==> config.mk <==
export PLATFORM = sky130hd
export DESIGN_NAME = mem_access_ctrl
export DESIGN_NICKNAME = d
export VERILOG_FILES = /design/src/rtl/mem_access_ctrl.sv
export SDC_FILE = /design/constraint.sdc
export NUM_CORES = 1
export LEC_CHECK = 0
export CAP_MARGIN = 10
export CORE_MARGIN = 3
export CORE_UTILIZATION = 62
export CTS_BUF_LIST = sky130_fd_sc_hd__clkbuf_8
export DETAILED_ROUTE_END_ITERATION = 8
export DONT_BUFFER_PORTS = 1
export PLACE_DENSITY = 0.85
export SYNTH_ARGS = -nofsm -noshare
export SYNTH_HDL_FRONTEND = slang
export SYNTH_SLANG_ARGS = --single-unit
==> constraint.sdc <==
create_clock -name clk -period 3.9 [get_ports clk]
set_input_delay 0.78 -clock clk [delete_from_list [all_inputs] [get_ports clk]]
set_output_delay 0.78 -clock clk [all_outputs]
set_load 0.01 [all_outputs]
==> src/rtl/mem_access_ctrl.sv <==
// mem_access_ctrl: single-outstanding load/store initiator from the MEM stage toward the memory/IO responder.
// Latency: request in N, order in N+1, resp_valid at N+2 at best; every access is bounded by TIMEOUT_CYCLES.
// Backpressure: req_ready only in IDLE; resp_valid is a one-cycle pulse the pipeline must sample.
// Optional build macro MEM_ALIGN_CHECK_EN: misaligned requests are answered with resp_err and never issued.

`ifndef LEN_MEM_ADDR
`define LEN_MEM_ADDR 32
`endif
`ifndef LEN_WORD
`define LEN_WORD 32
`endif

module mem_access_ctrl #(
  parameter int unsigned TIMEOUT_CYCLES = 1023,
  parameter int unsigned CNT_W          = 10
) (
  input  logic                     clk,
  input  logic                     rst,
  // pipeline side
  input  logic                     req_valid,
  output logic                     req_ready,
  input  logic                     req_store,
  input  logic [`LEN_MEM_ADDR-1:0] req_addr,
  input  logic [`LEN_WORD-1:0]     req_wdata,
  output logic                     resp_valid,
  output logic [`LEN_WORD-1:0]     resp_rdata,
  output logic                     resp_err,
  output logic                     busy,
  // memory side
  output logic                     order,
  output logic                     io,
  output logic [`LEN_MEM_ADDR-1:0] address,
  output logic [`LEN_WORD-1:0]     i_data,
  input  logic                     accepted,
  input  logic                     accessed,
  input  logic [`LEN_WORD-1:0]     o_data
);

  typedef enum logic [1:0] {S_IDLE, S_ISSUE, S_WAIT, S_RESP} state_e;

  // Counter value on the last permitted ISSUE/WAIT cycle; a zero TIMEOUT_CYCLES disables expiry.
  localparam int unsigned      TO_LAST_I = (TIMEOUT_CYCLES == 0) ? 0 : TIMEOUT_CYCLES - 1;
  localparam logic [CNT_W-1:0] TO_LAST   = CNT_W'(TO_LAST_I);
  localparam bit               TO_EN     = (TIMEOUT_CYCLES != 0);

  state_e                     state_q;
  logic [CNT_W-1:0]           cnt_q;
  logic [CNT_W-1:0]           cnt_d;
  logic                       order_q;
  logic                       io_q;
  logic [`LEN_MEM_ADDR-1:0]   address_q;
  logic [`LEN_WORD-1:0]       i_data_q;
  logic                       resp_valid_q;
  logic                       resp_err_q;
  logic [`LEN_WORD-1:0]       resp_rdata_q;
  logic                       busy_q;
  logic                       timeout_hit;
  logic                       misaligned;

  assign cnt_d       = cnt_q + 1'b1;
  assign timeout_hit = TO_EN && (cnt_q == TO_LAST);

`ifdef MEM_ALIGN_CHECK_EN
  assign misaligned = (req_addr[1:0] != 2'b00);
`else
  assign misaligned = 1'b0;
`endif

  assign req_ready  = (state_q == S_IDLE);
  assign order      = order_q;
  assign io         = io_q;
  assign address    = address_q;
  assign i_data     = i_data_q;
  assign resp_valid = resp_valid_q;
  assign resp_err   = resp_err_q;
  assign resp_rdata = resp_rdata_q;
  assign busy       = busy_q;

  // Access sequencer: state, memory strobes, timeout counter and registered pipeline response.
  always_ff @(posedge clk) begin
    if (rst) begin
      state_q      <= S_IDLE;
      cnt_q        <= '0;
      order_q      <= 1'b0;
      io_q         <= 1'b0;
      address_q    <= '0;
      i_data_q     <= '0;
      resp_valid_q <= 1'b0;
      resp_err_q   <= 1'b0;
      resp_rdata_q <= '0;
      busy_q       <= 1'b0;
    end else begin
      case (state_q)
        S_IDLE: begin
          if (req_valid) begin
            busy_q <= 1'b1;
            if (misaligned) begin
              // Rejected without touching the memory port.
              state_q      <= S_RESP;
              resp_valid_q <= 1'b1;
              resp_err_q   <= 1'b1;
            end else begin
              io_q      <= req_store;
              address_q <= req_addr;
              i_data_q  <= req_wdata;
              order_q   <= 1'b1;
              cnt_q     <= '0;
              state_q   <= S_ISSUE;
            end
          end
        end

        S_ISSUE: begin
          if (accepted && accessed) begin
            // Completion beats a coincident expiry.
            order_q      <= 1'b0;
            state_q      <= S_RESP;
            resp_valid_q <= 1'b1;
            if (!io_q) resp_rdata_q <= o_data;
          end else if (timeout_hit) begin
            order_q      <= 1'b0;
            state_q      <= S_RESP;
            resp_valid_q <= 1'b1;
            resp_err_q   <= 1'b1;
          end else if (accepted) begin
            order_q <= 1'b0;
            state_q <= S_WAIT;
            cnt_q   <= cnt_d;
          end else begin
            // A lone accessed pulse here belongs to nobody and is ignored.
            cnt_q <= cnt_d;
          end
        end

        S_WAIT: begin
          if (accessed) begin
            state_q      <= S_RESP;
            resp_valid_q <= 1'b1;
            if (!io_q) resp_rdata_q <= o_data;
          end else if (timeout_hit) begin
            state_q      <= S_RESP;
            resp_valid_q <= 1'b1;
            resp_err_q   <= 1'b1;
          end else begin
            cnt_q <= cnt_d;
          end
        end

        S_RESP: begin
          // Response pulse lasts exactly this one cycle.
          resp_valid_q <= 1'b0;
          resp_err_q   <= 1'b0;
          busy_q       <= 1'b0;
          state_q      <= S_IDLE;
        end

        default: begin
          state_q <= S_IDLE;
          order_q <= 1'b0;
          busy_q  <= 1'b0;
        end
      endcase
    end
  end

endmodule
; Word-level counts from Yosys, hierarchy flattened
; Cells that the tools add are included.
[op_classes]
addsub = 1
n_eq_ne = 11
mux = 30
bitwise_logic = 1
n_reduce_logical = 13
[ops]
columns = operator, count
row1 = $mux W32, 3
row2 = $pmux W32 S2, 1
row3 = $mux W10, 4
row4 = $pmux W10 S3, 1
row5 = $mux W2, 6
row6 = $reduce_and A3 Y1, 4
row7 = $add A10 B1 Y10 const B, 1
row8 = $eq A10 B10 Y1 const B, 1
row9 = $mux W1, 10
row10 = $ne A2 B2 Y1 const B, 5
row11 = $pmux W2 S4, 1
row12 = $pmux W1 S3, 2
row13 = $reduce_bool A2 Y1, 3
row14 = $eq A2 B2 Y1 const B, 2
row15 = $ne A4 B4 Y1 const B, 1
row16 = $pmux W1 S2, 2
row17 = $reduce_and A2 Y1, 2
row18 = $reduce_and A4 Y1, 1
row19 = $ne A3 B3 Y1 const B, 1
row20 = $reduce_bool A3 Y1, 1
row21 = $eq A2 B1 Y1 const B, 1
row22 = $logic_not A2 Y1, 1
row23 = $logic_and A1 B1 Y1, 1
row24 = $not A1 Y1, 1
[totals]
ff_bits = 113
input_bits = 102
word_cells = 66

; Logic depth before layout (Yosys ltp)
[depth]
ltp_word = 4
ltp_mapped = 8
ltp_nobuf = 6

; Least setup slack after synthesis
; No wires, ideal clock.
[synth_timing]
path_kind = input to register
startpoint = input accepted
endpoint = register cnt_q[2]
arrival_ns = 2.029
t_required_ns = 3.830
slack_ns = 1.801
cell_stages = 5
path_cell_list = a21o_1 -> a211o_1 -> buf_6 -> or4_1 -> a21oi_1
[synth_via]
elab_chain_len = 3
[synth_lines]
columns = element, line_no
row1 = start: declaration, 34  ; input logic accepted,
row2 = $logic_and A1 B1 Y1, 114  ; if (accepted && accessed) begin
row3 = $ne A2 B2 Y1 (no source line), --
row4 = $reduce_and A4 Y1 (no source line), --
row5 = end signal: assignment, 128  ; cnt_q <= cnt_d;
row6 = end signal: assignment, 131  ; cnt_q <= cnt_d;
row7 = end signal: assignment, 145  ; cnt_q <= cnt_d;
row8 = end: declaration, 47  ; logic [CNT_W-1:0] cnt_q;
; No other way between the ends.
; A chain may end at the register's enable or synchronous reset.

; Worst setup path after layout
[layout_timing]
startpoint = register state_q[1]
endpoint = register resp_rdata_q[15], in the netlist resp_rdata[15]
[layout_via]
elab_chain_len = 3
word_cells_on_any_way = 7
cone_classes = eq/ne: 4 / mux: 1 / reduce/logical: 2
[layout_lines]
columns = element, line_no
row1 = start: declaration, 46  ; state_e state_q;
row2 = start signal: assignment, 82  ; state_q <= S_IDLE;
row3 = start signal: assignment, 99  ; state_q <= S_RESP;
row4 = start signal: assignment, 108  ; state_q <= S_ISSUE;
row5 = $eq A2 B1 Y1 / $eq A2 B2 Y1 (equally long branches), 93  ; case (state_q)
row6 = $ne A2 B2 Y1 (no source line) / $reduce_bool A2 Y1 (equally long branches), --
row7 = $reduce_and A3 Y1 (no source line), --
row8 = end signal: assignment, 119  ; if (!io_q) resp_rdata_q <= o_data;
row9 = end signal: assignment, 139  ; if (!io_q) resp_rdata_q <= o_data;
row10 = end: declaration, 55  ; logic [`LEN_WORD-1:0] resp_rdata_q;
; Parallel ways exist; a longest one is shown, timed or not.

==> impl_results.md <==
* Period utilization at 61.6%
* CTS HTree Levels at 4
* Util after Layout at 69.8%
* Post-synthesis adder-cell area fraction at 1.71%
* Vias in the first global route at 3494
* Clock Sinks at 113
* Routed vias at 3815
* Syn_nets at 655
* Post-DP HPWL at 7250 µm
* Critical path required time at 4.25 ns
* Max Fanout on Critical Path at 32
* Synth Area per Inst at 8.04 µm²
* Synth Area in Simple Gates at 20.8%
* Core region area at 6830 µm²
* Netlist cell types at 40
* XOR/XNOR Fraction of Synth Area at 0%
* Final TNS setup at 0 ns
* CP arrival at 2.75 ns
* CTS tree: yes
* Vias per cell at 6.02
* Seq cells post-synth at 113
* Final GP Congestion at 0.821
* R2R Path Start: state_q[1]
* DR pass1 iterations at 9
* Worst skew pair latency at 0.42 ns
* EDFF count, synth at 0
* Fin nets at 633
* Switching Share at 39.2%
* Setup bufs post-CTS at 0
* # port buffers at 0
* IR drop worst, VDD at 0.428 mV
* Detailed Route Iter0 Violations at 271
* DRC at 1
* Combinational power share at 26.4%
* Failing checks: design-rule violations
* Seq/Total Area, Yosys at 51.5%
* Clock power frac at 28.8%
* Fraction of synthesized area in multiplexers at 0.228%
* Synth Area in Compound Gates at 21.1%
* Tmin final at 2.40 ns
* Switch Pwr at 1.48 mW
* P_int at 2.30 mW
* CP Launch Type: flop
* Routed wire length at 10800 µm
* Fin. max-slew vios at 0
* Largest family of logic cells by synthesized area: compound AO/OA/AOI/OAI gates
* Hold_buf cts at 0
* RSZ-0062 raised after global routing: no
* Row count at 30
* Antenna Nets Post-Route at 0
* Crit path from: state_q[1]
* Layout cells sized above 1 at 7.99%
* Worst Max-Slew Pin Slew at 1.17 ns
* Ys async rst share at 0%
* Final Hold Viols at 0
* Hold WC Path Type: in -> reg
* Die W at 90.2 µm
* Starting Density at 64.3%
* CTS clk-pin slew, worst paths at 0.07 ns
* GRT Total Usage at 25.5%
* Fillers at 564
* Mapped cell area at 4400 µm²
* Global-route wire length before repair at 16900 µm
* Fin Hold WS at 0.428 ns
* DR WL/cell at 17.1 µm
* Leakage power at 1.68 nW
* Clock buffer count from CTS at 17
* Initial antenna violation count at 0
* Largest net degree at the start of global routing at 106
* # IOs at 204
* Clock root cell: clkbuf_8
* Post-synth top flop: dfxtp_1
* Hold path start: rst
* Sequential power share at 44.8%
* Setup Crit Path Kind: reg -> reg
* Status: finished, violations left
* CTS Buffer Depth at 2
* Total gr overflow at 0
* P&R area growth vs syn at 8.45%
* Warnings, synthesis at 0
* Post-CTS sizing at 0
* Hold Path Depth at 1
* Slew HR at 21.7%
* Worst Setup End Kind: flop
* FF-to-FF path depth at 6
* # diodes at 0
* Power Density at 795 nW/µm²
* Die Y-Extent at 90.2 µm
* Die footprint at 8140 µm²
* Synth Instances at 547
* Max-cap viol count at 0
* Setup violators final at 0
* Final Skew at 0.00945 ns
* Fmax at 416 MHz
## synth_stat cells, types with 2 or more instances
library cell	n	area share (%)
a21oi_1	110	13
or4_1	6	1.0
nand2b_1	3	0.43
o21ai_0	38	4.3
nand3_1	37	4.2
nor2b_1	2	0.28
o31ai_1	5	0.85
and4_1	3	0.60
buf_1	7	0.60
ha_1	6	1.7
a211oi_1	3	0.51
inv_1	8	0.68
a21o_1	2	0.34
clkbuf_1	34	2.9
nor2_1	6	0.51
nand2_1	137	12
buf_6	2	0.51
a311oi_1	2	0.40
dfxtp_1	113	51
nand4_1	3	0.43
## per-layer routing
metal / vias up / share of wire, % / wire length, µm / GRT usage (%)
met3: 33 / 9.4 / 1020 / 9.62
met2: 194 / 50 / 5380 / 41.4
li1: 1847 / - / - / -
met5: - / 0 / 0 / 0
met4: 0 / 2.8 / 299 / 11.2
met1: 1741 / 38 / 4120 / 30.1
## sequential cells by signal (all words and copies together) (netlist names)
| name | flops |
|---|---|
| resp_rdata | 32 |
| cnt_q | 10 |
| io | 1 |
| i_data | 32 |
| order | 1 |
| busy | 1 |
| resp_err | 1 |
| address | 32 |
| resp_valid | 1 |
| state_q | 2 |
## kinds of logic after synthesis
| logic type | Yosys count |
|---|---|
| AND/OR/NAND/NOR | 206 |
| AO/OA/AOI/OAI | 170 |
| flip-flops | 113 |
| buffers and inverters | 51 |
| adder cells (fa/ha/maj) | 6 |
| multiplexers | 1 |
## path summary, 6_finish.rpt
| kind | end | slack (ns) |
|---|---|---|
| setup / recovery | resp_rdata[15] | 1.50 |
| hold / removal | i_data[16] | 0.43 |
| hold reg to reg | cnt_q[9] | 0.49 |
| setup reg to reg | resp_rdata[15] | 1.50 |
## critical path, stage by stage (launching register included)
cell	delay (ns)
dfxtp_1	0.33
inv_1	0.11
ha_1	0.27
or2b_2	0.35
a21oi_2	0.87
o21ai_0	0.19
a21oi_1	0.19
## layout make-up
cell class | instances | area [µm²] | area share [%]
well taps | 96 | 120 | 2.52
flip-flops and latches | 113 | 2260 | 47.5
multi-input cells | 383 | 1940 | 40.6
clock buffers | 18 | 248 | 5.20
inverters | 8 | 30.0 | 0.630
clock inverters | 14 | 155 | 3.25
repair buffers | 2 | 15.0 | 0.315
## placed cells by master (no fill, tap or decap), types with 2 or more instances in the layout
cell type,count
a211oi_1,3
a21o_1,2
a21oi_1,109
a311oi_1,2
and2_2,2
and4_1,3
buf_4,2
bufinv_16,2
clkbuf_8,18
clkinv_4,2
clkinvlp_4,5
dfxtp_1,113
ha_1,6
inv_1,8
inv_6,4
nand2_1,136
nand2b_1,3
nand3_1,37
nand4_1,3
nor2_1,6
o21ai_0,38
o31ai_1,5
or4_1,6
## power groups by stage
| stage | registers (mW) | logic, mW | clock network, mW |
|---|---|---|---|
| 2_1_floorplan | 1.66 | 0.857 | 0 |
| 3_3_place_gp | 1.71 | 0.944 | 0 |
| 3_5_place_dp | 1.72 | 0.991 | 0 |
| 4_1_cts | 1.70 | 0.992 | 1.11 |
| 5_1_grt | 1.72 | 1.13 | 1.16 |
| 6_report | 1.70 | 1.00 | 1.09 |
## through the flow
| stage | cell area, µm² | total power, mW | std cells | setup WS [ns] |
|---|---|---|---|---|
| 6_report | 4770 | 3.79 | 634 | 1.50 |
| 5_1_grt | 4770 | 4.01 | 634 | 1.24 |
| 4_1_cts | 4770 | 3.80 | 634 | 1.53 |
| 3_5_place_dp | 4360 | 2.71 | 602 | 1.50 |
| 3_3_place_gp | 4360 | 2.66 | 602 | 1.55 |
| 2_1_floorplan | 4400 | 2.51 | 547 | 1.80 |
No activity file was read; power rests on OpenSTA's default activity.
